--- config.mk ---
export PLATFORM = sky130hd
export DESIGN_NAME = mem_port_arbiter
export DESIGN_NICKNAME = d
export VERILOG_FILES = /design/src/rtl/mem_port_arbiter.sv
export SDC_FILE = /design/constraint.sdc
export NUM_CORES = 1
export LEC_CHECK = 0
export ABC_AREA = 1
export BUFFER_PORTS_ARGS = -buffer_cell sky130_fd_sc_hd__buf_2
export CORE_AREA = 2 2 141 143
export CTS_CLUSTER_DIAMETER = 30
export DETAILED_ROUTE_END_ITERATION = 8
export DIE_AREA = 0 0 143 145
export HOLD_SLACK_MARGIN = 0.08
export PLACE_DENSITY_LB_ADDON = 0.25
export SYNTH_ARGS = -nofsm -noshare
export SYNTH_HDL_FRONTEND = slang
export SYNTH_SLANG_ARGS = --single-unit
--- constraint.sdc ---
create_clock -name clk -period 1.4 [get_ports clk]
set_clock_uncertainty 0.05 [all_clocks]
set_input_delay 0.21 -clock clk [delete_from_list [all_inputs] [get_ports clk]]
set_output_delay 0.21 -clock clk [all_outputs]
set_load 0.05 [all_outputs]
--- src/rtl/mem_port_arbiter.sv ---
// Arbitrates the instruction-fetch and data requesters onto one synchronous single-port RAM.
// Optional grant/conflict counters are enabled with MEM_PORT_ARBITER_STATS_EN.
module mem_port_arbiter #(
  parameter int ADDR_W       = 32,
  parameter int DATA_W       = 32,
  parameter int RD_LATENCY   = 1,
  parameter int STARVE_LIMIT = 4
) (
  input  logic                clk,
  input  logic                rst,
  input  logic                i_req,
  input  logic [ADDR_W-1:0]   i_addr,
  output logic                i_ready,
  output logic [DATA_W-1:0]   i_rdata,
  input  logic                d_req,
  input  logic [ADDR_W-1:0]   d_addr,
  input  logic [DATA_W-1:0]   d_wdata,
  input  logic [DATA_W/8-1:0] d_wstrb,
  output logic                d_ready,
  output logic [DATA_W-1:0]   d_rdata,
  output logic                mem_en,
  output logic [ADDR_W-1:0]   mem_addr,
  output logic [DATA_W-1:0]   mem_wdata,
  output logic [DATA_W/8-1:0] mem_wstrb,
  input  logic [DATA_W-1:0]   mem_rdata,
  output logic                busy,
  output logic [31:0]         stat_i_grants,
  output logic [31:0]         stat_d_grants,
  output logic [31:0]         stat_conflicts
);

  localparam int STRB_W = DATA_W / 8;
  localparam int CNT_W  = (RD_LATENCY > 1) ? $clog2(RD_LATENCY) : 1;
  localparam int SC_W   = $clog2(STARVE_LIMIT + 1);

  typedef enum logic [1:0] {S_IDLE, S_ISSUE, S_WAIT, S_DONE} state_t;

  state_t              state_q, state_d;
  logic                own_d_q;
  logic                grant, grant_d;
  logic [SC_W-1:0]     starve_q;
  logic [CNT_W-1:0]    cnt_q;
  logic [STRB_W-1:0]   wstrb_q;
  logic [ADDR_W-1:0]   addr_q;
  logic [DATA_W-1:0]   wdata_q;
  logic [DATA_W-1:0]   i_rdata_q, d_rdata_q;
  logic                is_write;

  assign is_write = (wstrb_q != '0);

  always_comb begin
    state_d = state_q;
    grant   = 1'b0;
    grant_d = 1'b0;
    case (state_q)
      S_IDLE: begin
        if (i_req || d_req) begin
          grant   = 1'b1;
          grant_d = d_req && !(i_req && (starve_q == SC_W'(STARVE_LIMIT)));
          state_d = S_ISSUE;
        end
      end
      S_ISSUE: begin
        if (is_write || (RD_LATENCY == 1)) state_d = S_DONE;
        else                               state_d = S_WAIT;
      end
      S_WAIT: begin
        // cnt_q reaching 1 here means it decrements to 0 on this edge
        if (cnt_q == CNT_W'(1)) state_d = S_DONE;
      end
      S_DONE:  state_d = S_IDLE;
      default: state_d = S_IDLE;
    endcase
  end

  always_ff @(posedge clk) begin
    if (rst) begin
      state_q   <= S_IDLE;
      own_d_q   <= 1'b0;
      starve_q  <= '0;
      cnt_q     <= '0;
      wstrb_q   <= '0;
      addr_q    <= '0;
      wdata_q   <= '0;
      i_rdata_q <= '0;
      d_rdata_q <= '0;
    end else begin
      state_q <= state_d;
      if (grant) begin
        own_d_q <= grant_d;
        addr_q  <= grant_d ? d_addr : i_addr;
        wstrb_q <= grant_d ? d_wstrb : '0;
        if (grant_d) wdata_q <= d_wdata;
      end
      if (state_q == S_IDLE) begin
        if (!i_req || (grant && !grant_d))
          starve_q <= '0;
        else if (grant_d && (starve_q != SC_W'(STARVE_LIMIT)))
          starve_q <= starve_q + 1'b1;
      end
      if (state_q == S_ISSUE)     cnt_q <= CNT_W'(RD_LATENCY - 1);
      else if (state_q == S_WAIT) cnt_q <= cnt_q - 1'b1;
      if (i_ready)                 i_rdata_q <= mem_rdata;
      if (d_ready && !is_write)    d_rdata_q <= mem_rdata;
    end
  end

  assign mem_en    = (state_q == S_ISSUE);
  assign mem_wstrb = mem_en ? wstrb_q : '0;
  assign mem_addr  = addr_q;
  assign mem_wdata = wdata_q;
  assign busy      = (state_q != S_IDLE);
  assign i_ready   = (state_q == S_DONE) && !own_d_q;
  assign d_ready   = (state_q == S_DONE) && own_d_q;
  // Read data is forwarded during the ready cycle, then held from the capture register
  assign i_rdata   = i_ready ? mem_rdata : i_rdata_q;
  assign d_rdata   = (d_ready && !is_write) ? mem_rdata : d_rdata_q;

`ifdef MEM_PORT_ARBITER_STATS_EN
  logic [31:0] st_i_q, st_d_q, st_c_q;

  always_ff @(posedge clk) begin
    if (rst) begin
      st_i_q <= '0;
      st_d_q <= '0;
      st_c_q <= '0;
    end else begin
      if (grant && !grant_d) st_i_q <= st_i_q + 1'b1;
      if (grant && grant_d)  st_d_q <= st_d_q + 1'b1;
      if ((state_q == S_IDLE) && i_req && d_req) st_c_q <= st_c_q + 1'b1;
    end
  end

  assign stat_i_grants  = st_i_q;
  assign stat_d_grants  = st_d_q;
  assign stat_conflicts = st_c_q;
`else
  assign stat_i_grants  = '0;
  assign stat_d_grants  = '0;
  assign stat_conflicts = '0;
`endif

endmodule

==> Word-level counts from Yosys, hierarchy flattened <==
Cells that the tools add are included.
{ "word_totals": {"inputBits": 136, "register_bits": 139, "wordCells": 54} }
{ "op_classes": {"reduce_logical": 22, "muxes": 14, "n_addsub": 2, "eq_ne": 7} }
{ "op_table": {"columns": ["op", "count"], "rows": [
  ["32-bit 2-to-1 mux", 3],
  ["4-bit 2-to-1 mux", 2],
  ["2-bit one-hot mux with 4 select lines", 1],
  ["1-bit logical AND", 7],
  ["3-bit 2-to-1 mux", 2],
  ["2-bit AND reduction", 3],
  ["1-bit logical NOT", 5],
  ["2-bit equality test (second input constant)", 2],
  ["1-bit 2-to-1 mux", 4],
  ["2-bit 2-to-1 mux", 2],
  ["2-bit inequality test (second input constant)", 2],
  ["2-bit nonzero test", 2],
  ["4-bit nonzero test", 1],
  ["3-bit by 1-bit adder with 3-bit output (second input constant)", 1],
  ["3-bit equality test (second input constant)", 1],
  ["3-bit inequality test (second input constant)", 1],
  ["2-bit by 1-bit equality test with 1-bit output (second input constant)", 1],
  ["2-bit logical NOT", 1],
  ["1-bit logical OR", 2],
  ["2-bit OR reduction", 1],
  ["1-bit subtractor (second input constant)", 1]
]} }

==> Depth between registers and ports, before layout <==
Gate-level depths: netlist (run 1).
{ "logic_depth": {"depth_word": 11, "mapped_depth": 11} }

==> Worst setup path before layout (run 1) <==
No wires, ideal clock.
{ "synth_timing": {"path_kind": "register -> output", "from": "register state_q[0]", "to": "output d_rdata[23]", "arrival_ns": 1.586, "setup_slack_ns": -0.446, "stages_incl_launch_ff": 9, "path_cell_list": "dfxtp_1 > ha_1 > nand2_1 > inv_2 > nand3_2 > buf_2 > nand2_1 > o21ai_1 > inv_1"} }
{ "synth_via": {"elab_chain_cells": 4} }
{ "synth_lines": {"columns": ["item", "line", "source"], "rows": [
  ["from (decl)", "38", "state_t state_q, state_d;"],
  ["from (signal assigned)", "88", "state_q <= state_d;"],
  ["2-bit equality test", "114", "assign d_ready = (state_q == S_DONE) && own_d_q;"],
  ["1-bit logical AND", "114", null],
  ["named net d_ready", "19", "output logic d_ready,"],
  ["1-bit logical AND", "117", "assign d_rdata = (d_ready && !is_write) ? mem_rdata : d_rdata_q;"],
  ["32-bit 2-to-1 mux", null, null],
  ["to (decl)", "20", "output logic [DATA_W-1:0] d_rdata,"]
]} }
The timed path passes the listed nets, and every way through them passes these cells.

==> Worst setup path in the final report (run 1) <==
{ "layout_timing": {"from": "register state_q[0]", "to": "output i_rdata[9]"} }
{ "layout_via": {"elab_chain_cells": 3} }
{ "layout_lines": {"columns": ["item", "line", "source"], "rows": [
  ["2-bit equality test", "113", "assign i_ready = (state_q == S_DONE) && !own_d_q;"],
  ["1-bit logical AND", "113", null],
  ["32-bit 2-to-1 mux", null, null],
  ["to (decl)", "14", "output logic [DATA_W-1:0] i_rdata,"]
]} }
No other way between the ends.

==> run_results.csv, run 1 <==
group,metric,value,unit
synthesis,synth_edf_count,0,
setup_path,worstSetupPathType,"register to output port",
synthesis,yosys.area.top_type,"dfxtp_1",
route,routedWlPerCell,16.1,µm
min_path,min_path_type,"input port to register",
clocking,cts_tree,"yes",
timing,tns,-85.19,ns
setup_path,path_max_fanout,24,
place,numPortBuffers,271,
setup_path,critPathLaunchType,"register",
setup_path,critPathRequiredTime,1.14,ns
place,gp_congestion,0.786,
route,dr.pass1.iters,7,
power,totalPowerFinal,25.0,mW
place,dp_hpwl,13.8,mm
floorplan,die_h,145,µm
synthesis,synthArstFlopShare,0,
clocking,clk_pin_slew,0.06,ns
timing,fin_ws,-0.711,ns
timing,whs,0.0695,ns
global_routing,track_usage,0.227,
synthesis,synth-seq-area-share,0.391,
global_routing,antenna_found_initial,0,
synthesis,ys.warnings.count,0,
finish,diodes,0,
synthesis,synth_area_leaders,"dfxtp_1, buf_4, nor2_1",
clocking,cts_sinks,139,
floorplan,die_area,0.0207,mm²
route,drc,0,
synthesis,ys_seq_elements,139,
setup_path,crit_family,"buffers and inverters",
setup_path,worstPathCellList,"ha_4, inv_2, or2_4, buf_12, o21ai_4, inv_4, buf_6",
floorplan,die_width,143,µm
timing,period_share,1.51,
outcome,status,"complete, but fails checks",
power,ir_worst_vdd,0.00103,V
outcome,violations,"negative setup slack",
finish,nFillCells,1295,
timing,rsz0062_at_grt,"yes",
synthesis,synthCells,999,
setup_path,path_buf_inv,4,
place,place_inst,1557,
route,viasPerCell,4.53,
clocking,clock_latency,0.42,ns
timing,setup_violations,208,
setup_path,slowest_stage,"dfxtp_2",
timing,fin_crit,2.11,ns
place,pre_cts_ws,-0.352,ns
finish,drive_gt1_frac,0.547,
finish,nets,1597,
finish,layout.cells.non_filler,1732,
clocking,clockRootBuffer,"clkbuf_16",
floorplan,ioPinCount,368,
route,drt_iter0_drc,428,
finish,syn_to_final_growth,89.5,%
global_routing,grt_max_degree,66,
global_routing,grt_pass1_wl,37.5,mm
setup_path,crit_arrival,1.85,ns
global_routing,grt_pass1_vias,7514,
setup_path,max_stage_delay,0.36,ns
synthesis,ys_types,27,
floorplan,core_area,0.0192,mm²
synthesis,synth.cell_area,0.00712,mm²
clocking,clockBufferDepth,2,
finish,design_area,0.0135,mm²
clocking,cts_max_level,4,
route,via_count,7853,
timing,maxSlewViolCount,0,
finish,multi_input_area,0.00443,mm²
job,cap_viol_max_count,0,
synthesis,yosysTopAreaCellShare,0.391,
setup_path,end_kind,"output port",
clocking,cts_hold_buf,100,
timing,final_hold_viol_count,0,
route,ant_nets,0,
power,p_per_area,1850,mW/mm²
power,leakagePower,6.76,nW
synthesis,syn_avg_cell_area,7.13,µm²
finish,seq_area,0.00279,mm²
floorplan,rows,51,
global_routing,overflow,0,
place,place_area,0.00962,mm²
finish,post-route-util,0.702,
clocking,cts_made_buffers,17,
route,drt-total-wl,27.8,mm
timing,fmax,0.474,GHz
synthesis,synth_top_flop_cell,"dfxtp_1",
floorplan,start_util,0.371,
==> layout by cell type, fill, tap and decap left out, drive strengths merged <==
cell         netlist  final
nand2            181    181
dfxtp            139    139
clkinvlp           0      7
inv              178    181
nor2             205    205
clkbuf            12     24
o21ai             98     98
bufinv             0      2
xor2               1      1
nor3               1      1
clkinv             0      3
dlygate4sd3        0    100
buf              132    378
nand3             34     34
conb               1     96
a21oi              7      7
ha                 7      7
xnor2              2      2
or2                1      1
==> cell usage after synthesis, types with 11 or more instances <==
library cell,count
buf_2,14
buf_4,101
clkbuf_1,11
dfxtp_1,139
inv_1,173
nand2_1,153
nand2_2,25
nand3_1,33
nor2_1,177
nor2_2,28
o21ai_0,34
o21ai_1,32
o21ai_2,32
==> metal layers <==
metal,part of all wire,GRT usage
met1,0.36,0.261
met2,0.51,0.394
met3,0.073,0.0512
met4,0.051,0.106
met5,0,0
==> cells by family (layout without fill, tap and decap cells) <==
family	after synthesis	in the layout	synth area share
AO/OA/AOI/OAI	105	105	0.0907
XOR/XNOR	3	3	0.00369
adder cells (fa/ha/maj)	7	7	0.0123
buffers and inverters	322	695	0.250
flip-flops	139	139	0.391
other	1	96	0.000527
AND/OR/NAND/NOR	422	422	0.252
==> repair_timing <==
item | 4_1_cts | 5_1_grt
endpoints found under the hold margin | 93 | 5
endpoints found under the setup margin | 197 | 210
buffers inserted | 20 | 11
cloned | 12 | 8
pin swaps | 23 | 54
gates resized for setup | 274 | 203
==> report_power, final <==
| part | internal (mW) | switching, mW | leakage [nW] |
|---|---|---|---|
| Clock | 2.70 | 1.99 | 0.291 |
| Sequential | 4.77 | 0.435 | 1.14 |
| Combinational | 5.64 | 9.43 | 5.33 |
==> sequential cells by signal, indices dropped and copies added (netlist names) <==
register   cells
cnt_q          1
d_rdata_q     32
i_rdata_q     32
mem_addr      32
mem_wdata     32
own_d_q        1
starve_q       3
state_q        2
wstrb_q        4
==> worst min-delay path: stages <==
cell     delay [ns]
buf_2          0.14
o21ai_4        0.08
nor2_1         0.07
==> cell type report <==
cell class / instances / area share
Tap cell: 265 / 0.0246
Clock buffer: 17 / 0.0315
Sequential cell: 139 / 0.207
Inverter: 178 / 0.0647
Timing Repair Buffer: 485 / 0.331
Clock inverter: 15 / 0.0133
Multi-Input combinational cell: 633 / 0.329
==> final timing paths <==
| kind | startpoint | endpoint | slack (ns) | cells after the start |
|---|---|---|---|---|
| hold / removal | mem_rdata[20] | d_rdata_q[20]$_SDFF_PP0_ | 0.07 | 3 |
| setup / recovery | state_q[0]$_SDFFE_PP0P_ | i_rdata[9] | -0.71 | 7 |
| hold reg to reg | mem_wdata[3]$_SDFFE_PP0P_ | mem_wdata[3]$_SDFFE_PP0P_ | 0.41 | 2 |
| setup reg to reg | state_q[1]$_SDFFE_PP0P_ | mem_addr[18]$_SDFFE_PP0N_ | -0.56 | 15 |
(Power assumes the default switching activity.)
==> run 2: changes to the inputs <==
PLACE_DENSITY_LB_ADDON = 0.2   (was 0.25)
==> run_results.csv, run 2 (synthesized netlist as in run 1, its figures left out) <==
group,metric,value,unit
global_routing,track_usage,0.226,
setup_path,critPathLaunchType,"register",
finish,nFillCells,1338,
timing,setup_violations,209,
timing,tightestPinTransition,0.519,ns
min_path,worst_hold_startpoint,"mem_rdata[8]",
setup_path,crit_arrival,1.87,ns
timing,maxSlewViolCount,0,
floorplan,core_area,0.0192,mm²
route,routedWlPerCell,15.3,µm
power,seq_power_share,0.206,
clocking,clockRootBuffer,"clkbuf_16",
route,drc,0,
floorplan,start_util,0.371,
power,ir_worst_vdd,0.00125,V
power,p_per_area,1840,mW/mm²
route,ant_nets,0,
global_routing,grt_pass1_wl,37.2,mm
place,gp_congestion,0.773,
setup_path,slowest_stage,"dfxtp_2",
finish,drive_gt1_frac,0.534,
clocking,cts_tree,"yes",
finish,nets,1618,
setup_path,worstPathCellList,"ha_4, inv_2, or2_4, buf_12, o21ai_4, inv_4, buf_6",
route,drt-total-wl,26.8,mm
setup_path,max_stage_delay,0.35,ns
setup_path,worstSetupPathType,"register to output port",
global_routing,antenna_found_initial,2,
floorplan,rows,51,
global_routing,grt_max_degree,38,
floorplan,die_area,0.0207,mm²
place,numPortBuffers,271,
finish,layout_commonest_cell,"buf_2",
timing,fin_crit,2.13,ns
clocking,clock_latency,0.41,ns
finish,final_cell_mix,"buf_2, nor2_1, dfxtp_1",
place,place_inst,1562,
finish,layout.cells.non_filler,1755,
timing,tns,-84.32,ns
floorplan,die_h,145,µm
finish,design_area,0.0136,mm²
floorplan,ioPinCount,368,
clocking,cts_hold_buf,99,
power,switching_share,0.473,
power,intPower,13.2,mW
setup_path,end_kind,"output port",
route,dr.pass1.iters,4,
power,p_comb_frac,0.615,
timing,whs,0.0690,ns
setup_path,critPathRequiredTime,1.14,ns
route,drt_iter0_drc,334,
timing,fmax,0.469,GHz
clocking,clockBufferDepth,2,
route,via_count,7711,
timing,final_hold_viol_count,0,
timing,period_share,1.52,
clocking,clk_pin_slew,0.07,ns
setup_path,reg2reg_from,"state_q[1]$_SDFFE_PP0P_",
global_routing,overflow,0,
floorplan,die_width,143,µm
power,clkPwrFrac,0.179,
finish,post-route-util,0.709,
route,viasPerCell,4.39,
setup_path,critPathLaunch,"state_q[0]$_SDFFE_PP0P_",
outcome,status,"complete, but fails checks",
place,place_area,0.00964,mm²
power,leakagePower,6.83,nW
timing,fin_ws,-0.732,ns
place,dp_hpwl,13.6,mm
clocking,cts_sinks,139,
timing,rsz0062_at_grt,"yes",
job,cap_viol_max_count,0,
setup_path,path_max_fanout,13,
min_path,min_path_type,"input port to register",
finish,syn_to_final_growth,91.2,%
timing,relSlewSlack,0.654,
outcome,violations,"negative setup slack",
power,p_switching,11.9,mW
global_routing,grt_pass1_vias,7301,
clocking,cts_max_level,4,
clocking,cts_made_buffers,17,
-- run 2: power by group through the flow --
stage / clock network (mW) / registers [mW] / logic, mW
after floorplan: 0 / 6.87 / 6.95
after global placement: 0 / 5.16 / 11.0
after detailed placement: 0 / 5.18 / 11.0
after CTS: 4.58 / 5.11 / 14.0
after global routing: 4.77 / 5.23 / 16.1
final: 4.49 / 5.15 / 15.4
-- run 2: per-stage QoR --
step           worst slack [ns]  total power, mW
3_3_place_gp             -0.338             16.1
5_1_grt                  -0.806             26.1
2_1_floorplan            -0.201             13.8
4_1_cts                  -0.750             23.6
3_5_place_dp             -0.345             16.2
6_report                 -0.732             25.0
-- run 2: final cells by class --
cell class,instances,area (µm²),share of cell area
Timing Repair Buffer,506,4800,0.352
Multi-Input combinational cell,633,4220,0.310
Sequential cell,139,2790,0.205
Inverter,178,881,0.0647
Clock buffer,17,425,0.0313
Tap cell,265,332,0.0244
Clock inverter,15,168,0.0123
Antenna cell,2,5.00,0.000368
-- run 2: repair_timing --
action                     CTS  global route
setup endpoints to repair  204           209
hold endpoints to repair    90             6
gates resized for setup    272           168
setup buffers               17            20
gates cloned                15            12
pin swaps                   37            23
-- run 2: critical path, delay by kind of cell (launching register included) --
| kind | cells | cell delay, ns |
|---|---|---|
| buf+inv | 4 | 0.43 |
| flops | 1 | 0.35 |
| simple gates | 1 | 0.33 |
| compound gates | 1 | 0.19 |
| fa+ha+maj | 1 | 0.15 |
-- run 2: routing by layer --
layer	vias up	share of wire	track usage
met5	-	0	0
met4	0	0.041	0.106
met3	83	0.072	0.0597
met2	358	0.51	0.385
met1	3536	0.38	0.261
li1	3734	-	-
-- run 2: path summary, 6_finish.rpt --
kind	endpoint	slack, ns	cells past startpoint
setup / recovery	i_rdata[28]	-0.73	7
hold / removal	i_rdata_q[8]$_SDFF_PP0_	0.07	3
setup reg to reg	mem_addr[20]$_SDFFE_PP0N_	-0.54	14
hold reg to reg	mem_wdata[11]$_SDFFE_PP0P_	0.41	2
==> run 3: changes to the inputs <==
clock period = 2.3 ns   (was 1.4 ns; I/O delays follow)
==> run_results.csv, run 3 (synthesized netlist as in run 1, its figures left out) <==
group,metric,value,unit
setup_path,worstPathCellList,"ha_4, inv_4, or2_4, buf_12, buf_16, o21ai_4, inv_2, buf_8",
finish,nets,1419,
route,ant_nets,0,
timing,relSlewSlack,0.604,
floorplan,start_util,0.371,
power,leakagePower,5.60,nW
finish,drive_gt1_frac,0.370,
place,gp_congestion,0.769,
floorplan,rows,51,
power,p_comb_frac,0.525,
clocking,clockBufferDepth,2,
route,routedWlPerCell,12.1,µm
setup_path,reg2reg_from,"state_q[1]$_SDFFE_PP0P_",
setup_path,path_buf_inv,5,
timing,setup_violations,0,
route,drc,0,
setup_path,critPathLaunchType,"register",
place,place_inst,1496,
setup_path,slowest_stage,"dfxtp_2",
setup_path,ff2ff_path_depth,12,
setup_path,max_stage_delay,0.35,ns
route,drt-total-wl,18.9,mm
setup_path,worstSetupPathType,"register to output port",
setup_path,critPathRequiredTime,1.90,ns
floorplan,die_area,0.0207,mm²
setup_path,path_depth,8,
global_routing,grt_pass1_wl,28.1,mm
clocking,clockRootBuffer,"clkbuf_16",
timing,tightestPinTransition,0.594,ns
place,numPortBuffers,271,
clocking,cts_hold_buf,0,
timing,rsz0062_at_grt,"yes",
route,dr.pass1.iters,4,
power,p_per_area,1280,mW/mm²
power,intPower,6.65,mW
global_routing,antenna_found_initial,4,
setup_path,crit_arrival,1.90,ns
outcome,status,"completed",
clocking,cts_tree,"yes",
floorplan,ioPinCount,368,
place,pre_cts_ws,0.165,ns
finish,layout_commonest_cell,"buf_2",
route,viasPerCell,4.03,
power,clkPwrFrac,0.228,
global_routing,grt_pass1_vias,5638,
clocking,cts_max_level,4,
finish,final_cell_mix,"buf_2, nor2_1, inv_1",
timing,fin_crit,2.29,ns
timing,period_share,0.998,
timing,whs,0.127,ns
floorplan,die_width,143,µm
floorplan,core_area,0.0192,mm²
global_routing,grt_max_degree,103,
setup_path,critPathLaunch,"state_q[0]$_SDFFE_PP0P_",
finish,post-route-util,0.511,
power,switching_share,0.470,
setup_path,critical_path.endpoint,"i_rdata[14]",
clocking,clk_pin_slew,0.06,ns
power,p_switching,5.91,mW
finish,syn_to_final_growth,37.9,%
setup_path,crit_family,"buffers and inverters",
finish,design_area,0.00982,mm²
place,place_area,0.00820,mm²
place,dp_hpwl,12.3,mm
min_path,min_path_type,"input port to register",
timing,fin_ws,0.00515,ns
route,via_count,6276,
setup_path,path_max_fanout,8,
route,drt_iter0_drc,198,
power,ir_worst_vdd,0.000472,V
clocking,cts_made_buffers,17,
timing,maxSlewViolCount,0,
floorplan,die_h,145,µm
power,seq_power_share,0.248,
setup_path,end_kind,"output port",
timing,final_hold_viol_count,0,
clocking,clock_latency,0.41,ns
setup_path,r2r_setup_slack,0.44,ns
clocking,cts_sinks,139,
global_routing,overflow,0,
timing,fmax,0.436,GHz
global_routing,track_usage,0.170,
finish,layout.cells.non_filler,1557,
job,cap_viol_max_count,0,
setup_path,timing.rr.end,"mem_addr[31]$_SDFFE_PP0N_",
[run 3: power groups by stage]
stage,logic (mW),registers [mW],clock network [mW]
final,6.59,3.11,2.86
after global routing,7.06,3.17,3.05
after CTS,6.17,3.12,2.93
after detailed placement,5.54,3.15,0
after global placement,5.54,3.14,0
after floorplan,3.66,4.17,0
[run 3: layout make-up]
cell class / instances / area, µm²
Antenna cell: 3 / 7.51
Clock buffer: 17 / 425
Clock inverter: 15 / 190
Fill cell: 1926 / 9390
Inverter: 178 / 671
Multi-Input combinational cell: 634 / 3250
Sequential cell: 139 / 2790
Tap cell: 265 / 332
Timing Repair Buffer: 306 / 2160
[run 3: how the worst min path moves through the flow]
stage / end / startpoint / slack [ns] / depth (start not counted)
finish: wstrb_q[0]$_SDFFE_PP0N_ / d_wstrb[0] / 0.13 / 3
global route: mem_wdata[7]$_SDFFE_PP0P_ / d_wdata[7] / 0.12 / 3
CTS: mem_wdata[20]$_SDFFE_PP0P_ / d_wdata[20] / 0.11 / 3
detailed placement: mem_wdata[20]$_SDFFE_PP0P_ / mem_wdata[20]$_SDFFE_PP0P_ / 0.42 / 2
global placement: mem_wdata[20]$_SDFFE_PP0P_ / mem_wdata[20]$_SDFFE_PP0P_ / 0.41 / 2
floorplan: own_d_q$_SDFFE_PP0N_ / own_d_q$_SDFFE_PP0N_ / 0.40 / 2
[run 3: metal layers]
metal / GRT usage / part of all wire
met5: 0 / 0.00069
met1: 0.211 / 0.43
met3: 0.0696 / 0.086
met2: 0.270 / 0.47
met4: 0.0460 / 0.0097
[run 3: repair_timing]
action / 4_1_cts / 5_1_grt
cloned: 4 / 4
setup buffers: 6 / 13
setup endpoints to repair: 61 / 64
gates resized for setup: 92 / 127
hold endpoints to repair: 0 / 0
pin swaps: 2 / 7
[run 3: worst min-delay path, stage by stage]
cell and delay, ns:
buf_2 0.09, nand2_1 0.05, a21oi_1 0.05
[run 3: per-stage QoR]
| stage | setup TNS, ns | total power [mW] |
|---|---|---|
| after floorplan | 0 | 7.83 |
| after global placement | 0 | 8.68 |
| after detailed placement | 0 | 8.69 |
| after CTS | -0.405 | 12.2 |
| after global routing | -2.25 | 13.3 |
| final | 0 | 12.6 |
